### src/rtl/ifu_align_expand.sv
// Fetch-word to instruction aligner: a halfword FIFO that re-packs fetch words into
// 16/32-bit instructions. Define IFU_RVC_EN to enable the RVC-to-RV32I expander.
module ifu_align_expand #(
   parameter int          FW       = 32,
   parameter int          BUF_HW   = 8,
   parameter logic [31:0] RESET_PC = 32'h0
) (
   input  logic          clk,
   input  logic          rst_n,
   input  logic          flush,
   input  logic [31:0]   flush_pc,
   input  logic          fetch_valid,
   output logic          fetch_ready,
   input  logic [FW-1:0] fetch_data,
   input  logic          fetch_err,
   output logic          out_valid,
   input  logic          out_ready,
   output logic [31:0]   out_instr,
   output logic [31:0]   out_pc,
   output logic          out_is16,
   output logic          out_illegal,
   output logic          out_err
);

   localparam int HPW  = FW / 16;
   localparam int PW   = $clog2(BUF_HW);
   localparam int CW   = PW + 1;
   localparam int OFFW = $clog2(FW / 8);

   typedef logic [PW-1:0] ptr_t;

   logic [15:0]     memData [BUF_HW];
   logic            memErr  [BUF_HW];

   ptr_t            rdPtr_q, rdPtr_d;
   ptr_t            wrPtr_q, wrPtr_d;
   logic [CW-1:0]   count_q, count_d;
   logic [31:0]     pc_q, pc_d;
   logic            drop_q, drop_d;

   logic            push, pop;
   logic [OFFW-2:0] dropN;
   logic [CW-1:0]   pushN, popN;
   ptr_t            rdPtr1;
   logic [15:0]     hw0, hw1;
   logic            err0, err1;
   logic [1:0]      need;
   logic [31:0]     instr;
   logic            is16, illegal, errAll;

`ifdef IFU_RVC_EN
   // Returns {illegal, expanded RV32I instruction} for one compressed parcel.
   function automatic logic [32:0] expandRvc(input logic [15:0] c);
      logic [31:0] i;
      logic        ill;
      logic [4:0]  rd, rs2, rdp, rs1p;
      i    = '0;
      ill  = 1'b0;
      rd   = c[11:7];
      rs2  = c[6:2];
      rdp  = {2'b01, c[4:2]};
      rs1p = {2'b01, c[9:7]};
      case ({c[15:13], c[1:0]})
         5'b000_00: begin
            ill = (c[12:5] == 8'h00);
            i   = {2'b00, c[10:7], c[12:11], c[5], c[6], 2'b00, 5'd2, 3'b000, rdp, 7'h13};
         end
         5'b010_00: i = {5'b0, c[5], c[12:10], c[6], 2'b00, rs1p, 3'b010, rdp, 7'h03};
         5'b110_00: i = {5'b0, c[5], c[12], rdp, rs1p, 3'b010, c[11:10], c[6], 2'b00, 7'h23};
         5'b000_01: i = {{6{c[12]}}, c[12], c[6:2], rd, 3'b000, rd, 7'h13};
         5'b001_01: i = {c[12], c[8], c[10:9], c[6], c[7], c[2], c[11], c[5:3], c[12],
                         {8{c[12]}}, 5'd1, 7'h6f};
         5'b010_01: i = {{6{c[12]}}, c[12], c[6:2], 5'd0, 3'b000, rd, 7'h13};
         5'b011_01: begin
            ill = ({c[12], c[6:2]} == 6'd0);
            if (rd == 5'd2) begin
               i = {{3{c[12]}}, c[4:3], c[5], c[2], c[6], 4'b0000, 5'd2, 3'b000, 5'd2, 7'h13};
            end else begin
               i = {{14{c[12]}}, c[12], c[6:2], rd, 7'h37};
            end
         end
         5'b100_01: begin
            case (c[11:10])
               2'b00: begin
                  ill = c[12];
                  i   = {7'b0000000, c[6:2], rs1p, 3'b101, rs1p, 7'h13};
               end
               2'b01: begin
                  ill = c[12];
                  i   = {7'b0100000, c[6:2], rs1p, 3'b101, rs1p, 7'h13};
               end
               2'b10: i = {{6{c[12]}}, c[12], c[6:2], rs1p, 3'b111, rs1p, 7'h13};
               default: begin
                  // c[12]=1 selects the RV64-only SUBW/ADDW group
                  ill = c[12];
                  case (c[6:5])
                     2'b00:   i = {7'b0100000, rdp, rs1p, 3'b000, rs1p, 7'h33};
                     2'b01:   i = {7'b0000000, rdp, rs1p, 3'b100, rs1p, 7'h33};
                     2'b10:   i = {7'b0000000, rdp, rs1p, 3'b110, rs1p, 7'h33};
                     default: i = {7'b0000000, rdp, rs1p, 3'b111, rs1p, 7'h33};
                  endcase
               end
            endcase
         end
         5'b101_01: i = {c[12], c[8], c[10:9], c[6], c[7], c[2], c[11], c[5:3], c[12],
                         {8{c[12]}}, 5'd0, 7'h6f};
         5'b110_01: i = {c[12], {3{c[12]}}, c[6:5], c[2], 5'd0, rs1p, 3'b000,
                         c[11:10], c[4:3], c[12], 7'h63};
         5'b111_01: i = {c[12], {3{c[12]}}, c[6:5], c[2], 5'd0, rs1p, 3'b001,
                         c[11:10], c[4:3], c[12], 7'h63};
         5'b000_10: begin
            ill = c[12];
            i   = {7'b0, c[6:2], rd, 3'b001, rd, 7'h13};
         end
         5'b010_10: begin
            ill = (rd == 5'd0);
            i   = {4'b0, c[3:2], c[12], c[6:4], 2'b00, 5'd2, 3'b010, rd, 7'h03};
         end
         5'b100_10: begin
            if (!c[12]) begin
               if (rs2 == 5'd0) begin
                  ill = (rd == 5'd0);
                  i   = {12'b0, rd, 3'b000, 5'd0, 7'h67};
               end else begin
                  i = {7'b0, rs2, 5'd0, 3'b000, rd, 7'h33};
               end
            end else if (rs2 == 5'd0) begin
               if (rd == 5'd0) begin
                  i = 32'h0010_0073;
               end else begin
                  i = {12'b0, rd, 3'b000, 5'd1, 7'h67};
               end
            end else begin
               i = {7'b0, rs2, rd, 3'b000, rd, 7'h33};
            end
         end
         5'b110_10: i = {4'b0, c[8:7], c[12], rs2, 5'd2, 3'b010, c[11:9], 2'b00, 7'h23};
         default:   ill = 1'b1;
      endcase
      return {ill, i};
   endfunction
`endif

   assign fetch_ready = !flush && ((CW'(BUF_HW) - count_q) >= CW'(HPW));
   assign push        = fetch_valid && fetch_ready;

   // After a flush the FIFO is empty, so pc_q still holds the flush target and its
   // low bits say how many leading halfwords of the first word to skip.
   assign dropN = drop_q ? pc_q[OFFW-1:1] : '0;
   assign pushN = CW'(HPW) - CW'(dropN);

   always_ff @(posedge clk) begin
      if (push) begin
         for (int i = 0; i < HPW; i++) begin
            if (i >= int'(dropN)) begin
               memData[wrPtr_q + ptr_t'(i) - ptr_t'(dropN)] <= fetch_data[16*i +: 16];
               memErr[wrPtr_q + ptr_t'(i) - ptr_t'(dropN)]  <= fetch_err;
            end
         end
      end
   end

   assign rdPtr1 = rdPtr_q + ptr_t'(1);
   assign hw0    = memData[rdPtr_q];
   assign hw1    = memData[rdPtr1];
   assign err0   = memErr[rdPtr_q];
   assign err1   = memErr[rdPtr1];

   always_comb begin
      need    = 2'd2;
      instr   = {hw1, hw0};
      is16    = 1'b0;
      illegal = 1'b0;
      errAll  = err0 | err1;
`ifdef IFU_RVC_EN
      if (hw0[1:0] != 2'b11) begin
         logic [32:0] exp;
         exp     = expandRvc(hw0);
         need    = 2'd1;
         is16    = 1'b1;
         errAll  = err0;
         illegal = exp[32];
         instr   = exp[32] ? {16'h0000, hw0} : exp[31:0];
      end
`else
      illegal = (hw0[1:0] != 2'b11);
`endif
   end

   assign out_valid   = (count_q >= CW'(need));
   assign out_instr   = instr;
   assign out_pc      = pc_q;
   assign out_is16    = is16;
   assign out_illegal = illegal;
   assign out_err     = errAll;

   assign pop  = out_valid && out_ready && !flush;
   assign popN = pop ? CW'(need) : '0;

   always_comb begin
      rdPtr_d = rdPtr_q;
      wrPtr_d = wrPtr_q;
      count_d = count_q;
      pc_d    = pc_q;
      drop_d  = drop_q;
      if (flush) begin
         rdPtr_d = '0;
         wrPtr_d = '0;
         count_d = '0;
         pc_d    = flush_pc;
         drop_d  = 1'b1;
      end else begin
         if (push) begin
            wrPtr_d = wrPtr_q + ptr_t'(pushN);
            drop_d  = 1'b0;
         end
         if (pop) begin
            rdPtr_d = rdPtr_q + ptr_t'(need);
            pc_d    = pc_q + {29'b0, need, 1'b0};
         end
         count_d = count_q + (push ? pushN : '0) - popN;
      end
   end

   always_ff @(posedge clk or negedge rst_n) begin
      if (!rst_n) begin
         rdPtr_q <= '0;
         wrPtr_q <= '0;
         count_q <= '0;
         pc_q    <= RESET_PC;
         drop_q  <= 1'b0;
      end else begin
         rdPtr_q <= rdPtr_d;
         wrPtr_q <= wrPtr_d;
         count_q <= count_d;
         pc_q    <= pc_d;
         drop_q  <= drop_d;
      end
   end

endmodule

### config.mk
export PLATFORM = sky130hd
export DESIGN_NAME = ifu_align_expand
export DESIGN_NICKNAME = d
export VERILOG_FILES = /design/src/rtl/ifu_align_expand.sv
export SDC_FILE = /design/constraint.sdc
export NUM_CORES = 1
export LEC_CHECK = 0
export ABC_AREA = 0
export CORE_ASPECT_RATIO = 1.5
export CORE_MARGIN = 2
export CORE_UTILIZATION = 40
export DETAILED_ROUTE_END_ITERATION = 8
export GPL_TIMING_DRIVEN = 0
export PLACE_DENSITY = 0.63
export SLEW_MARGIN = 15
export SYNTH_ARGS = -nofsm -noshare
export SYNTH_HDL_FRONTEND = slang
export SYNTH_SLANG_ARGS = --single-unit
### constraint.sdc
create_clock -name clk -period 8.22 [get_ports clk]
set_input_delay 1.644 -clock clk [delete_from_list [all_inputs] [get_ports clk]]
set_output_delay 1.644 -clock clk [all_outputs]
set_load 0.05 [all_outputs]
==> impl_results.md <==
* Mapped Cells at 645
* CTS tree: done
* Inserted Diodes at 0
* Placed Area at 11200 um2
* Inst Count DP at 1069
* Static Leak at 4.15 nW
* Main synth FF type: edfxtp_1
* CP Max Fanout at 10
* Post-synthesis area per instance at 14.5 um2
* Cts repair resizes at 0
* Launching point of the worst reg2reg path: count_q[0]
* Startpoint Class: input pin
* Clk_lat worst skew at 450 ps
* Worst r2r path cells at 14
* Drc violations at 0
* Slowest cell delay on critical path at 720 ps
* Largest net degree at the start of global routing at 24
* Setup WS pre-CTS at 2800 ps
* Synth Area in Adders at 2.17%
* Hold path cells at 1
* Net count, final at 893
* CTS max path bufs at 2
* Final hold viol count at 0
* Worst min-delay path startpoint: drop_q
* Mux cell area share after synthesis at 24.4%
* Synth Area in Compound Gates at 2.67%
* Setup repair bufs after CTS at 0
* Fmax at 0.185 GHz
* Initial Util at 40.6%
* Max-cap violation count at 0
* CTS sink count at 178
* Final Cell Area at 11800 um2
* Async SR Flop Fraction at 23.6%
* Post-route ant nets at 0
* Setup-failing EPs final at 0
* Maximum vdd drop at 146 uV
* Drt wl/cell at 21.5 um
* Final Cycle Share at 65.8%
* Most frequent cells in the layout: 136 x clkdlybuf4s50_1, 136 x edfxtp_1, 108 x mux2_2
* Hold EP: drop_q
* FF-to-FF setup slack at 5130 ps
* Share of layout cells above drive strength 1 at 28.7%
* Total Die Area at 24600 um2
* Tmin final at 5410 ps
* Worst hold slack at 489 ps
* Die height at 191 um
* Die extent in x at 129 um
* First-pass GRT wire length at 36600 um
* Yosys reg bits at 178
* Hpwl dp at 16600 um
* Synthesized net count at 730
* Final WS setup at 2810 ps
* Final clock skew at 10.9 ps
* Crit path arrival time at 3760 ps
* Clock root buffer: clkbuf_16
* CP Cell Sequence: clkdlybuf4s50_1 -> clkbuf_1 -> clkbuf_1 -> nor2b_1 -> clkdlybuf4s50_1
* Core area at 23000 um2
* Yosys cell types at 44
* Slew Viols, Final at 0
* Max_slew headroom at 42.2%
* Hold_buf cts at 0
* XOR/XNOR share of the synthesized area at 3.57%
* IO Port Bufs at 137
* Initial antenna violation count at 1
* Io pins at 139
* Critical Path End Type: primary output
* CTS buffer count at 17
* Slowest cell on crit path: clkdlybuf4s50_1
* H-tree levels at 4
* Std cell rows at 68
* RSZ-0062 raised after global routing: false
* Worst Path Required at 6580 ps
* Reg2reg end: count_q[3]
* Largest family of logic cells by synthesized area: multiplexers
* Overflow after GRT at 0
* Yosys warns at 0
* Area growth syn-to-layout at 26.6%
* Final GP Congestion at 0.783
* DR vias at 6048
* Via density at 5.49
* Clock Pin Slew Worst Setup and Hold Paths at 70 ps
* Area share of and/or/nand/nor cells after synthesis at 9.25%
* Number of global-route vias before repair at 6563
* Status: complete, no violations
* Fin Setup TNS at 0 ps
* Fin cells at 1101
* Final wirelength at 23600 um
* Synthesized area at 9340 um2
* Total GRT Usage at 20.1%
* First-pass DRT Iterations at 6
* Pwr dens at 302 nW/um2
* Critical path class: input pin to primary output
* Post-synth EDFFs at 136
* Hold Path Class: flip-flop to flip-flop
* Worst Tran Pin Value at 867 ps
* Post-synthesis sequential area ratio at 55.0%
* Initial DRC Count at 279
## registers in the layout, indices dropped and copies added, names as in the netlist
register,count
count_q,4
memErr,8
drop_q,1
memData,128
wrPtr_q,3
rdPtr_q,2
out_pc,32
## cell type report
| class | instances | area, um2 |
|---|---|---|
| Buffer | 38 | 223 |
| Clock buffer | 17 | 425 |
| Clock inverter | 15 | 170 |
| Fill cell | 1951 | 11200 |
| Inverter | 12 | 45.0 |
| Multi-Input combinational cell | 417 | 3970 |
| Sequential cell | 178 | 5130 |
| Tap cell | 280 | 350 |
| Timing Repair Buffer | 144 | 1490 |
## worst max path at each step
stage,from,to,slack (ps)
2_1_floorplan,flush,fetch_ready,3840
3_3_place_gp,flush,fetch_ready,2800
3_5_place_dp,flush,fetch_ready,2800
4_1_cts,flush,fetch_ready,2790
5_1_grt,flush,fetch_ready,2670
6_report,flush,fetch_ready,2810
## power breakdown
| group | leakage (nW) | switching, mW | internal, mW |
|---|---|---|---|
| registers | 1.75 | 0.0538 | 1.12 |
| clock network | 0.288 | 0.375 | 0.457 |
| logic | 2.12 | 0.969 | 0.600 |
## per-stage QoR
stage | power (mW) | util (%)
2_1_floorplan | 2.26 | -
3_3_place_gp | 2.71 | 48.1
3_5_place_dp | 2.78 | 48.8
4_1_cts | 3.61 | 51.4
5_1_grt | 3.73 | 51.4
6_report | 3.57 | 51.4
## cells by family after synthesis
family	after synthesis
other cells	1
mux	164
compound gates	46
buf+inv	50
fa+ha+maj	15
xor+xnor	38
simple gates	153
flops	178
## synthesized netlist by cell type (7+ instances only)
cell      number  share of area [%]
nand3_1       11               0.59
and2_1         7               0.47
clkbuf_1      18               0.72
ha_1          13                1.7
edfxtp_1     136                 44
o21ai_0       31                1.7
mux4_2        32                7.7
dfrtp_1       42                 11
buf_2          9               0.48
and3_1         9               0.60
xnor2_1       17                1.6
xor2_1        21                2.0
nand2_1       48                1.9
mux2_4        20                3.2
nand4_1       13               0.87
nor4_1        10               0.67
nor2_1        25                1.0
inv_1         12               0.48
mux2_2       108                 13
nor3_1         7               0.38
## worst max-delay path: cells and delay by family
kind,cells,cell delay (ps)
and+or+nand+nor,1,110
buffers and inverters,4,2010
## metal layers
layer / global-route usage [%] / vias up / wire length [um]
li1: - / 2783 / -
met1: 22.4 / 3065 / 8950
met2: 37.6 / 174 / 13200
met3: 4.53 / 24 / 1140
met4: 5.98 / 2 / 322
met5: 0 / - / 13
Power figures use the tool's default switching activity.
